===== src/rtl/adpcm_pkg.sv =====
// Shared definitions for the ADPCM encoder/decoder cores: step table,
// state encoding, index adaptation and saturation helpers.
package adpcm_pkg;

  localparam int IDX_MAX = 88;

  localparam logic [15:0] STEP_TABLE [0:88] = '{
    16'd7,     16'd8,     16'd9,     16'd10,    16'd11,    16'd12,    16'd13,    16'd14,
    16'd16,    16'd17,    16'd19,    16'd21,    16'd23,    16'd25,    16'd28,    16'd31,
    16'd34,    16'd37,    16'd41,    16'd45,    16'd50,    16'd55,    16'd60,    16'd66,
    16'd73,    16'd80,    16'd88,    16'd97,    16'd107,   16'd118,   16'd130,   16'd143,
    16'd157,   16'd173,   16'd190,   16'd209,   16'd230,   16'd253,   16'd279,   16'd307,
    16'd337,   16'd371,   16'd408,   16'd449,   16'd494,   16'd544,   16'd598,   16'd658,
    16'd724,   16'd796,   16'd876,   16'd963,   16'd1060,  16'd1166,  16'd1282,  16'd1411,
    16'd1552,  16'd1707,  16'd1878,  16'd2066,  16'd2272,  16'd2499,  16'd2749,  16'd3024,
    16'd3327,  16'd3660,  16'd4026,  16'd4428,  16'd4871,  16'd5358,  16'd5894,  16'd6484,
    16'd7132,  16'd7845,  16'd8630,  16'd9493,  16'd10442, 16'd11487, 16'd12635, 16'd13899,
    16'd15289, 16'd16818, 16'd18500, 16'd20350, 16'd22385, 16'd24623, 16'd27086, 16'd29794,
    16'd32767
  };

  typedef enum logic [2:0] {
    ST_IDLE,
    ST_DIFF,
    ST_QUANT,
    ST_UPDATE,
    ST_OUT
  } enc_state_e;

  // Step-index adaptation: small magnitudes shrink the step, large ones grow it.
  function automatic int idx_adjust(input int mag, input int mb);
    int h;
    h = 1 << (mb - 1);
    if (mag < h) return -1;
    return 2 * (mag - h + 1);
  endfunction

  // Clamp a wide signed value into the signed range of a data_w-bit word.
  function automatic logic signed [31:0] sat(input logic signed [31:0] value, input int data_w);
    logic signed [31:0] hi;
    logic signed [31:0] lo;
    hi = (32'sd1 <<< (data_w - 1)) - 32'sd1;
    lo = -(32'sd1 <<< (data_w - 1));
    if (value > hi) return hi;
    if (value < lo) return lo;
    return value;
  endfunction

endpackage


===== src/rtl/adpcm_enc_core_dequant.sv =====
// Reconstructs the quantised difference magnitude from a step size and the
// magnitude bits of a code; shared with the decoder.
module adpcm_dequant
  import adpcm_pkg::*;
#(
  parameter int DATA_W = 16,
  parameter int MB     = 3
) (
  input  logic [DATA_W-1:0] step,
  input  logic [MB-1:0]     mag,
  output logic [DATA_W:0]   dq
);

  // Half-LSB rounding term plus one scaled step per set magnitude bit.
  always_comb begin
    logic [DATA_W:0] step_ext;
    step_ext = {1'b0, step};
    dq = step_ext >> MB;
    for (int k = 0; k < MB; k++) begin
      if (mag[k]) dq = dq + (step_ext >> (MB - 1 - k));
    end
  end

endmodule


===== src/rtl/adpcm_enc_core.sv =====
// Multi-channel sequential IMA-style ADPCM encoder: one sample in flight,
// one magnitude bit resolved per cycle, per-channel predictor/index state.
module adpcm_enc_core
  import adpcm_pkg::*;
#(
  parameter int DATA_W = 16,
  parameter int CODE_W = 4,
  parameter int NUM_CH = 4,
  localparam int CH_W  = (NUM_CH > 1) ? $clog2(NUM_CH) : 1,
  localparam int MB    = CODE_W - 1,
  localparam int CNT_W = (MB > 1) ? $clog2(MB) : 1
) (
  input  logic                     clk,
  input  logic                     rst,
  input  logic                     in_valid,
  output logic                     in_ready,
  input  logic [CH_W-1:0]          in_ch,
  input  logic signed [DATA_W-1:0] in_sample,
  input  logic                     clr_valid,
  input  logic [CH_W-1:0]          clr_ch,
  output logic                     out_valid,
  input  logic                     out_ready,
  output logic [CH_W-1:0]          out_ch,
  output logic [CODE_W-1:0]        out_code,
  output logic signed [DATA_W-1:0] out_predicted,
  output logic [6:0]               out_index
);

  enc_state_e state, state_nxt;

  logic signed [DATA_W-1:0] pred_mem [NUM_CH];
  logic [6:0]               idx_mem  [NUM_CH];

  logic [CH_W-1:0]          cur_ch;
  logic signed [DATA_W-1:0] cur_sample;
  logic signed [DATA_W-1:0] pred_cur;
  logic [6:0]               idx_cur;
  logic [DATA_W-1:0]        step_cur;
  logic                     sign_cur;
  logic [DATA_W:0]          rem;
  logic [MB-1:0]            mag_bits;
  logic [CNT_W-1:0]         bit_cnt;
  logic                     clr_hit;

  logic signed [DATA_W:0]   diff;
  logic [DATA_W:0]          diff_abs;
  logic [DATA_W:0]          cmp;
  logic [DATA_W:0]          dq;
  logic signed [DATA_W-1:0] pred_new;
  logic [6:0]               idx_new;

  adpcm_dequant #(.DATA_W(DATA_W), .MB(MB)) u_dequant (
    .step (step_cur),
    .mag  (mag_bits),
    .dq   (dq)
  );

  // State register.
  always_ff @(posedge clk or posedge rst) begin
    if (rst) state <= ST_IDLE;
    else     state <= state_nxt;
  end

  // Next-state: one DIFF cycle, MB QUANT cycles, one UPDATE, then hold in OUT until accepted.
  always_comb begin
    state_nxt = state;
    case (state)
      ST_IDLE:   if (in_valid) state_nxt = ST_DIFF;
      ST_DIFF:   state_nxt = ST_QUANT;
      ST_QUANT:  if (bit_cnt == '0) state_nxt = ST_UPDATE;
      ST_UPDATE: state_nxt = ST_OUT;
      ST_OUT:    if (out_valid && out_ready) state_nxt = ST_IDLE;
      default:   state_nxt = ST_IDLE;
    endcase
  end

  // Outputs decoded from the state.
  always_comb begin
    in_ready = (state == ST_IDLE);
  end

  // Difference, comparison threshold and updated predictor/index for the sample in flight.
  always_comb begin
    logic signed [31:0] pred_ext;
    logic signed [31:0] dq_ext;
    logic signed [31:0] sum;
    logic signed [31:0] sat_val;
    logic signed [31:0] idx_sum;
    diff     = {cur_sample[DATA_W-1], cur_sample} - {pred_mem[cur_ch][DATA_W-1], pred_mem[cur_ch]};
    diff_abs = diff[DATA_W] ? $unsigned(-diff) : $unsigned(diff);
    cmp      = {1'b0, step_cur} >> (CNT_W'(MB - 1) - bit_cnt);
    pred_ext = 32'(pred_cur);
    dq_ext   = 32'(dq);
    sum      = sign_cur ? (pred_ext - dq_ext) : (pred_ext + dq_ext);
    sat_val  = sat(sum, DATA_W);
    pred_new = sat_val[DATA_W-1:0];
    idx_sum  = int'(idx_cur) + idx_adjust(int'(mag_bits), MB);
    if (idx_sum < 0)             idx_new = 7'd0;
    else if (idx_sum > IDX_MAX)  idx_new = 7'(IDX_MAX);
    else                         idx_new = idx_sum[6:0];
  end

  // Sample datapath: capture, successive approximation and result registers.
  always_ff @(posedge clk or posedge rst) begin
    if (rst) begin
      cur_ch        <= '0;
      cur_sample    <= '0;
      pred_cur      <= '0;
      idx_cur       <= '0;
      step_cur      <= '0;
      sign_cur      <= 1'b0;
      rem           <= '0;
      mag_bits      <= '0;
      bit_cnt       <= '0;
      clr_hit       <= 1'b0;
      out_valid     <= 1'b0;
      out_ch        <= '0;
      out_code      <= '0;
      out_predicted <= '0;
      out_index     <= '0;
    end else begin
      case (state)
        ST_IDLE: begin
          if (in_valid) begin
            cur_ch     <= in_ch;
            cur_sample <= in_sample;
            clr_hit    <= 1'b0;
          end
        end
        ST_DIFF: begin
          pred_cur <= pred_mem[cur_ch];
          idx_cur  <= idx_mem[cur_ch];
          step_cur <= DATA_W'(STEP_TABLE[idx_mem[cur_ch]]);
          sign_cur <= diff[DATA_W];
          rem      <= diff_abs;
          mag_bits <= '0;
          bit_cnt  <= CNT_W'(MB - 1);
        end
        ST_QUANT: begin
          if (rem >= cmp) begin
            mag_bits[bit_cnt] <= 1'b1;
            rem               <= rem - cmp;
          end
          bit_cnt <= bit_cnt - 1'b1;
        end
        ST_UPDATE: begin
          out_ch        <= cur_ch;
          out_code      <= {sign_cur, mag_bits};
          out_predicted <= pred_new;
          out_index     <= idx_new;
        end
        ST_OUT: begin
          out_valid <= !(out_valid && out_ready);
        end
        default: ;
      endcase
      if (clr_valid && (clr_ch == cur_ch) &&
          (state == ST_DIFF || state == ST_QUANT || state == ST_UPDATE))
        clr_hit <= 1'b1;
    end
  end

  // Per-channel state: clear has priority over the write-back of the sample in flight.
  always_ff @(posedge clk or posedge rst) begin
    if (rst) begin
      for (int i = 0; i < NUM_CH; i++) begin
        pred_mem[i] <= '0;
        idx_mem[i]  <= '0;
      end
    end else begin
      for (int i = 0; i < NUM_CH; i++) begin
        if (clr_valid && (clr_ch == CH_W'(i))) begin
          pred_mem[i] <= '0;
          idx_mem[i]  <= '0;
        end else if ((state == ST_UPDATE) && (cur_ch == CH_W'(i)) && !clr_hit) begin
          pred_mem[i] <= pred_new;
          idx_mem[i]  <= idx_new;
        end
      end
    end
  end

endmodule


===== config.mk =====
export PLATFORM = sky130hd
export DESIGN_NAME = adpcm_enc_core
export DESIGN_NICKNAME = d
export VERILOG_FILES = /design/src/rtl/adpcm_pkg.sv /design/src/rtl/adpcm_enc_core_dequant.sv /design/src/rtl/adpcm_enc_core.sv
export SDC_FILE = /design/constraint.sdc
export NUM_CORES = 1
export LEC_CHECK = 0
export CORE_MARGIN = 5
export CORE_UTILIZATION = 65
export CTS_BUF_LIST = sky130_fd_sc_hd__clkbuf_8
export CTS_CLUSTER_DIAMETER = 150
export CTS_CLUSTER_SIZE = 20
export DETAILED_ROUTE_END_ITERATION = 6
export PLACE_DENSITY = 0.84
export SLEW_MARGIN = 20
export SYNTH_ARGS = -nofsm -noshare
export SYNTH_HDL_FRONTEND = slang
export SYNTH_SLANG_ARGS = --single-unit

===== constraint.sdc =====
create_clock -name clk -period 9.8 [get_ports clk]
set_clock_uncertainty 0.2 [all_clocks]
set_input_delay 1.96 -clock clk [delete_from_list [all_inputs] [get_ports clk]]
set_output_delay 1.96 -clock clk [all_outputs]
set_load 0.01 [all_outputs]

=== Word level (Yosys, flattened, before mapping) ===
Memories as Yosys holds them, arrays and structs flattened. A register that Yosys moved wholly into a read port is not among the register bits.
Cells that the tools add are included.

* Reduce and logical (&&, ||, !) cells: 35
* Shift operators: 1
* Order comparisons: 9
* Equality and inequality tests: 15
* Add/subtract/negate cells: 13
* Muxes and demuxes: 53
* Bitwise logic cells: 3

{| class="wikitable"
|+ Operators with widths
! operator !! count
|-
| 2-to-1 mux 16 bit || 14
|-
| 2-to-1 mux 32 bit || 3
|-
| 2-to-1 mux 7 bit || 12
|-
| 2-to-1 mux 17 bit || 4
|-
| case mux 17 bit (2 select lines) || 1
|-
| adder 8 x 32 -> 32 bit || 1
|-
| binary-select mux 16 bit (select 2 bit) || 1
|-
| > comparator 32 x 16 -> 1 bit (second input constant) || 1
|-
| > comparator 32 x 8 -> 1 bit (second input constant) || 1
|-
| less-than comparator 32 x 1 -> 1 bit (second input constant) || 1
|-
| less-than comparator 32 x 16 -> 1 bit (second input constant) || 1
|-
| adder 16 x 18 -> 19 bit || 1
|-
| subtractor 16 x 18 -> 19 bit || 1
|-
| adder 17 x 15 -> 17 bit || 1
|-
| adder 17 x 16 -> 17 bit || 1
|-
| >= comparator 17 bit || 1
|-
| negation 17 bit || 1
|-
| right shift 16 x 2 -> 17 bit || 1
|-
| subtractor 16 x 16 -> 17 bit || 1
|-
| subtractor 17 bit || 1
|-
| logical AND 1 bit || 16
|-
| adder 13 x 14 -> 15 bit || 1
|-
| 2-to-1 mux 15 bit || 1
|-
| case mux 3 bit (5 select lines) || 1
|-
| other kinds (31) || 61
|}

* Output and inout bits: 31
* Input bits: 25
* Memories: 1
* ROM bits: 2048
* Logic and storage cells: 153
* Bits in registers: 190

{| class="wikitable"
|+ Memories
! name !! depth !! width !! rd ports !! clocked after memory_dff !! wr ports !! RTL line !! source
|-
| (no name shown) || 128 || 16 || 1 || 1 || 0 || adpcm_enc_core.sv:133 || <nowiki>step_cur <= DATA_W'(STEP_TABLE[idx_mem[cur_ch]]);</nowiki>
|}

=== Logic depth before layout (Yosys ltp) ===
* Depth in word-level cells: 15
* Gate-level depth with buffers: 38
* Depth with buffers taken out: 37

=== Modules after synthesis ===
A second synthesis with hierarchy kept.

* Cells, all modules: 1931
* Area, all modules: 16886.2 um^2

{| class="wikitable"
|+ Modules (own cells, without submodules)
! module !! area an instance (um^2) !! sequential area each (um^2) !! cells each !! instances
|-
| adpcm_enc_core || 14201.1 || 5129.9 || 1562 || 1
|-
| adpcm_dequant || 2685.1 || 0.0 || 369 || 1
|}

=== Worst setup path before layout ===
Ideal clock, no wire load.

* Path type: register to register
* From: register step_cur[3]
* To: register pred_mem[25] in the netlist's numbering
* Setup time: 0.136 ns
* Clock period less this slack: 8.546 ns
* Data arrival time: 8.210 ns
* Cell stages (with the launch flop): 34
* Data required time: 9.464 ns
* Buffers on the path: 1
* Setup slack: 1.254 ns
* Path through: dfrtp_1 > ha_1 > inv_1 > fa_1 > nor2b_1 > or3_1 > nand4_1 > ha_1 > and3_1 > a22o_1 > or3_1 > a31o_1 > or2_2 > ha_1 > or3_1 > a31oi_1 > a21oi_1 > xnor2_1 > nand4_1 > o2bb2ai_1 > nor4_2 > a21oi_1 > xnor2_1 > ha_1 > and3_1 > a221o_1 > or3_1 > o2111ai_1 > and2_1 > nor2_1 > or4_1 > clkbuf_1 > a22oi_1 > o21ai_0

* Cells in the longest elaborated chain, start to end: 15
* Elaborated cells between the ends (all ways): 19
* Those cells by class: 5 x add/sub; 2 x order compare; 12 x mux

{| class="wikitable"
|+ RTL lines
! element !! RTL line !! source
|-
| start, declared || adpcm_enc_core.sv:38 || <nowiki>logic [DATA_W-1:0] step_cur;</nowiki>
|-
| adder 13 x 14 -> 15 bit || adpcm_enc_core_dequant.sv:20 || <nowiki>if (mag[k]) dq = dq + (step_ext >> (MB - 1 - k));</nowiki>
|-
| 2-to-1 mux 15 bit || adpcm_enc_core_dequant.sv:20 ||
|-
| adder 17 x 15 -> 17 bit || adpcm_enc_core_dequant.sv:20 ||
|-
| 2-to-1 mux 17 bit || adpcm_enc_core_dequant.sv:20 ||
|-
| adder 17 x 16 -> 17 bit || adpcm_enc_core_dequant.sv:20 ||
|-
| 2-to-1 mux 17 bit * || adpcm_enc_core_dequant.sv:20 ||
|-
| adder 16 x 18 -> 19 bit or subtractor 16 x 18 -> 19 bit (tied branches) || adpcm_enc_core.sv:94 || <nowiki>sum = sign_cur ? (pred_ext - dq_ext) : (pred_ext + dq_ext);</nowiki>
|-
| 2-to-1 mux 32 bit * || adpcm_enc_core.sv:94 ||
|-
| less-than comparator 32 x 16 -> 1 bit || adpcm_pkg.sv:45 || <nowiki>if (value < lo) return lo;</nowiki>
|-
| 2-to-1 mux 1 bit (2 in series) || adpcm_pkg.sv:45 ||
|-
| 2-to-1 mux 16 bit || adpcm_pkg.sv:46 || <nowiki>return value;</nowiki>
|-
| 2-to-1 mux 16 bit * || adpcm_pkg.sv:45 ||
|-
| 2-to-1 mux 16 bit * || adpcm_enc_core.sv:175 || <nowiki>end else if ((state == ST_UPDATE) && (cur_ch == CH_W'(i)) && !clr_hit) begin</nowiki>
|-
| 2-to-1 mux 16 bit * || adpcm_enc_core.sv:172 || <nowiki>if (clr_valid && (clr_ch == CH_W'(i))) begin</nowiki>
|-
| end signal, assigned by index || adpcm_enc_core.sv:176 || <nowiki>pred_mem[i] <= pred_new;</nowiki>
|-
| end, declared || adpcm_enc_core.sv:31 || <nowiki>logic signed [DATA_W-1:0] pred_mem [NUM_CH];</nowiki>
|}

Every way passes the cells marked *; elsewhere a longest branch is shown, timed or not. The select of a mux whose other input is x is not followed.
A chain may end at the register's enable or synchronous reset.

=== Final worst setup path ===
* From: register step_cur[2]
* To: register pred_mem[59] in the netlist's numbering

The elaborated chain is that of the path after synthesis.

==> impl_metrics.toml <==
[floorplanning]
core_um2 = 25200
die_width_um = 170
die_area_um2 = 28900
die_y_um = 170
ios = 56
initial_core_util = 0.661
num_rows = 58

[clock_network]
cts_made_buffers = 14
cts_tree = "built"
clockRootBuffer = "clkbuf_8"
htree_levels = 1
cts_sinks = 205
path_clk_slew_ns = 0.14
clk_path_buf_depth = 3
hold_buffers = 0
clkLatencyLatePin_ns = 0.55

[global_route]
grt_usage = 0.322
grt_overflow = 0
grt_max_degree = 126
antenna_found_initial = 0
grt_pass1_wl_um = 76900
grt_pass1_vias = 15162

[logic_synthesis]
synth_top_area_frac = 0.308
synth_top_family_by_area = "compound AO/OA/AOI/OAI gates"
ys_warn_count = 0
yosysSeqAreaShare = 0.308
yosysTopAreaCell = "dfrtp_1"
synth_xor_area_frac = 0.0466
syn_area_um2 = 16700
synthCells = 1997
yosys.cell_types.count = 88
synthMuxAreaShare = 0.0704
ys_ff_latch = 205
synth_compound_area_frac = 0.250
yosys-top-cells-area = "dfrtp_1, ha_1, nand2_1"
syn_nets = 2156
yosysMostFrequentCell = "nand2_1"
ys_async_sr_fraction = 1.00
synthFlopType = "dfrtp_1"
synth_edf_count = 0
synth_common_cells = "nand2_1, o21ai_0, dfrtp_1"
avgSynthCellArea_um2 = 8.34
synthAdderAreaFrac = 0.104
yosys.area_share.simple = 0.175

[critical_path]
crit_slowest_cell = "dfrtp_1"
crit_fanout = 16
startpoint_type = "flip-flop"
cpPeakStageDelay_ns = 0.49
critPathRequiredTime_ns = 9.99
crit_path_end_kind = "flip-flop"
cp_top_family = "simple AND/OR/NAND/NOR gates"
path_buf_inv = 3
crit_type = "reg -> reg"
crit_arrival_ns = 9.52

[drt]
via_count = 15631
met3_length_um = 4300
via_per_inst = 6.73
met2_length_um = 21700
wl_met1_um = 19500
drt_iter0_markers = 1796
firstDrtPassIters = 7
wl_um = 47400
drtAntennaViolNets = 0
highest_layer = "met4"
drcViolationCount = 22
routedWlPerCell_um = 20.4

[final_layout]
layout.filler_cells = 1975
syn_to_final_growth_pct = 6.66
drive_gt1_frac = 0.0794
final_area_um2 = 17800
num_antenna_cells = 0
ff_latch_area_um2 = 5130
multi_input_area_um2 = 10800
nNetsFinal = 2149

[sta]
hold_violations = 0
slew_viol_final = 0
tightest_slew_ns = 0.903
period_share = 0.952
relSlewSlack = 0.398
period_needed_ns = 9.33
fmax_mhz = 107
finalSetupViolations = 0

[placed_design]
place.gp.congestion = 0.965
port_buffers = 55
post_dp_cell_area_um2 = 17500
post-dp-hpwl_um = 34100

[outcome]
outcome = "complete, but fails checks"
violations = "design-rule violations"

[hold_path]
min-delay-path-class = "reg -> reg"

[flow_run]
drv_cap = 0
==> cells in the final DEF (no fill, tap or decap), types with 9 or more instances in the layout <==
cell type          n
mux2i_1           25
a221o_1            9
mux2_2            35
and3_1            15
a22o_1            11
a211oi_1          29
o22ai_1            9
nor4_1            11
ha_1             127
o221ai_1           9
nand2b_1          16
nand4_1           11
o31ai_1           10
o21ai_1           36
o21ai_0          213
a31oi_1           22
buf_4             28
nand3_1           33
xor2_1            35
dfrtp_1          204
clkbuf_8          14
and2_1            11
a22oi_2           10
nand2_1          286
nor3_1            45
inv_1             96
or3_1             24
a21o_1            31
mux4_2            23
xnor2_1           50
o211ai_1          11
or2_2             12
o21a_1            19
a211o_1           10
nor2_1           108
a21oi_1          134
nor2b_1           22
clkdlybuf4s50_1   55
==> through the flow <==
| step | hold WS, ns | setup WS (ns) | TNS [ns] | util | std cells |
|---|---|---|---|---|---|
| after floorplan | 0.244 | 1.25 | 0 | - | 1997 |
| after global placement | 0.257 | 0.789 | 0 | 0.693 | 2303 |
| after detailed placement | 0.267 | 0.423 | 0 | 0.693 | 2303 |
| after CTS | 0.294 | 0.261 | 0 | 0.702 | 2320 |
| after global routing | 0.308 | -0.0146 | -0.0146 | 0.706 | 2321 |
| final | 0.291 | 0.473 | 0 | 0.706 | 2321 |
==> repair_timing <==
item | in CTS | in global routing
resized for setup | 0 | 13
buffers inserted | 0 | 0
endpoints found under the setup margin | 0 | 75
==> per-layer routing <==
metal / vias to the layer above / GRT usage
met3: 135 / 0.0564
met1: 7444 / 0.437
met5: - / 0
met2: 812 / 0.515
li1: 7240 / -
met4: 0 / 0.130
==> cell type report <==
class / instances / area share
Multi-Input combinational cell: 1588 / 0.610
Clock buffer: 14 / 0.0108
Tap cell: 330 / 0.0232
Timing Repair Buffer: 85 / 0.0450
Inverter: 96 / 0.0207
Clock inverter: 3 / 0.00162
Sequential cell: 205 / 0.289
==> worst min-delay path, delay by kind of cell (launching register included) <==
kind	cells	cell delay [ns]
AND/OR/NAND/NOR	2	0.10
flip-flops	1	0.38
==> kinds of logic after synthesis <==
logic type,Yosys count
AOI/OAI and AO/OA,655
xor gates and xnor gates,87
adders and majority gates,134
buffers and inverters,204
DFF,205
muxes,84
and+or+nand+nor,628
==> worst paths after layout <==
kind,startpoint,slack [ns],endpoint,depth (start not counted)
setup / recovery,step_cur[2],0.47,pred_mem[59],36
hold / removal,rem[5],0.29,rem[5],2
setup reg to reg,step_cur[2],0.47,pred_mem[59],36
hold reg to reg,rem[5],0.29,rem[5],2
max in group asynchronous,rst,6.30,pred_mem[27],4
min in group asynchronous,rst,1.79,idx_mem[9],2
==> state kept, by name (all words and copies together), names as in the netlist, 3 cells and up <==
name           flops
rem               17
out_index          7
out_code           4
out_predicted     16
idx_mem           28
pred_cur          16
idx_cur            7
step_cur          15
cur_sample        16
state              3
pred_mem          64
mag_bits           3
Power is left out: the tool's default activity adds up to more than one toggle a clock period on the data nets, which glitch-free logic cannot reach.
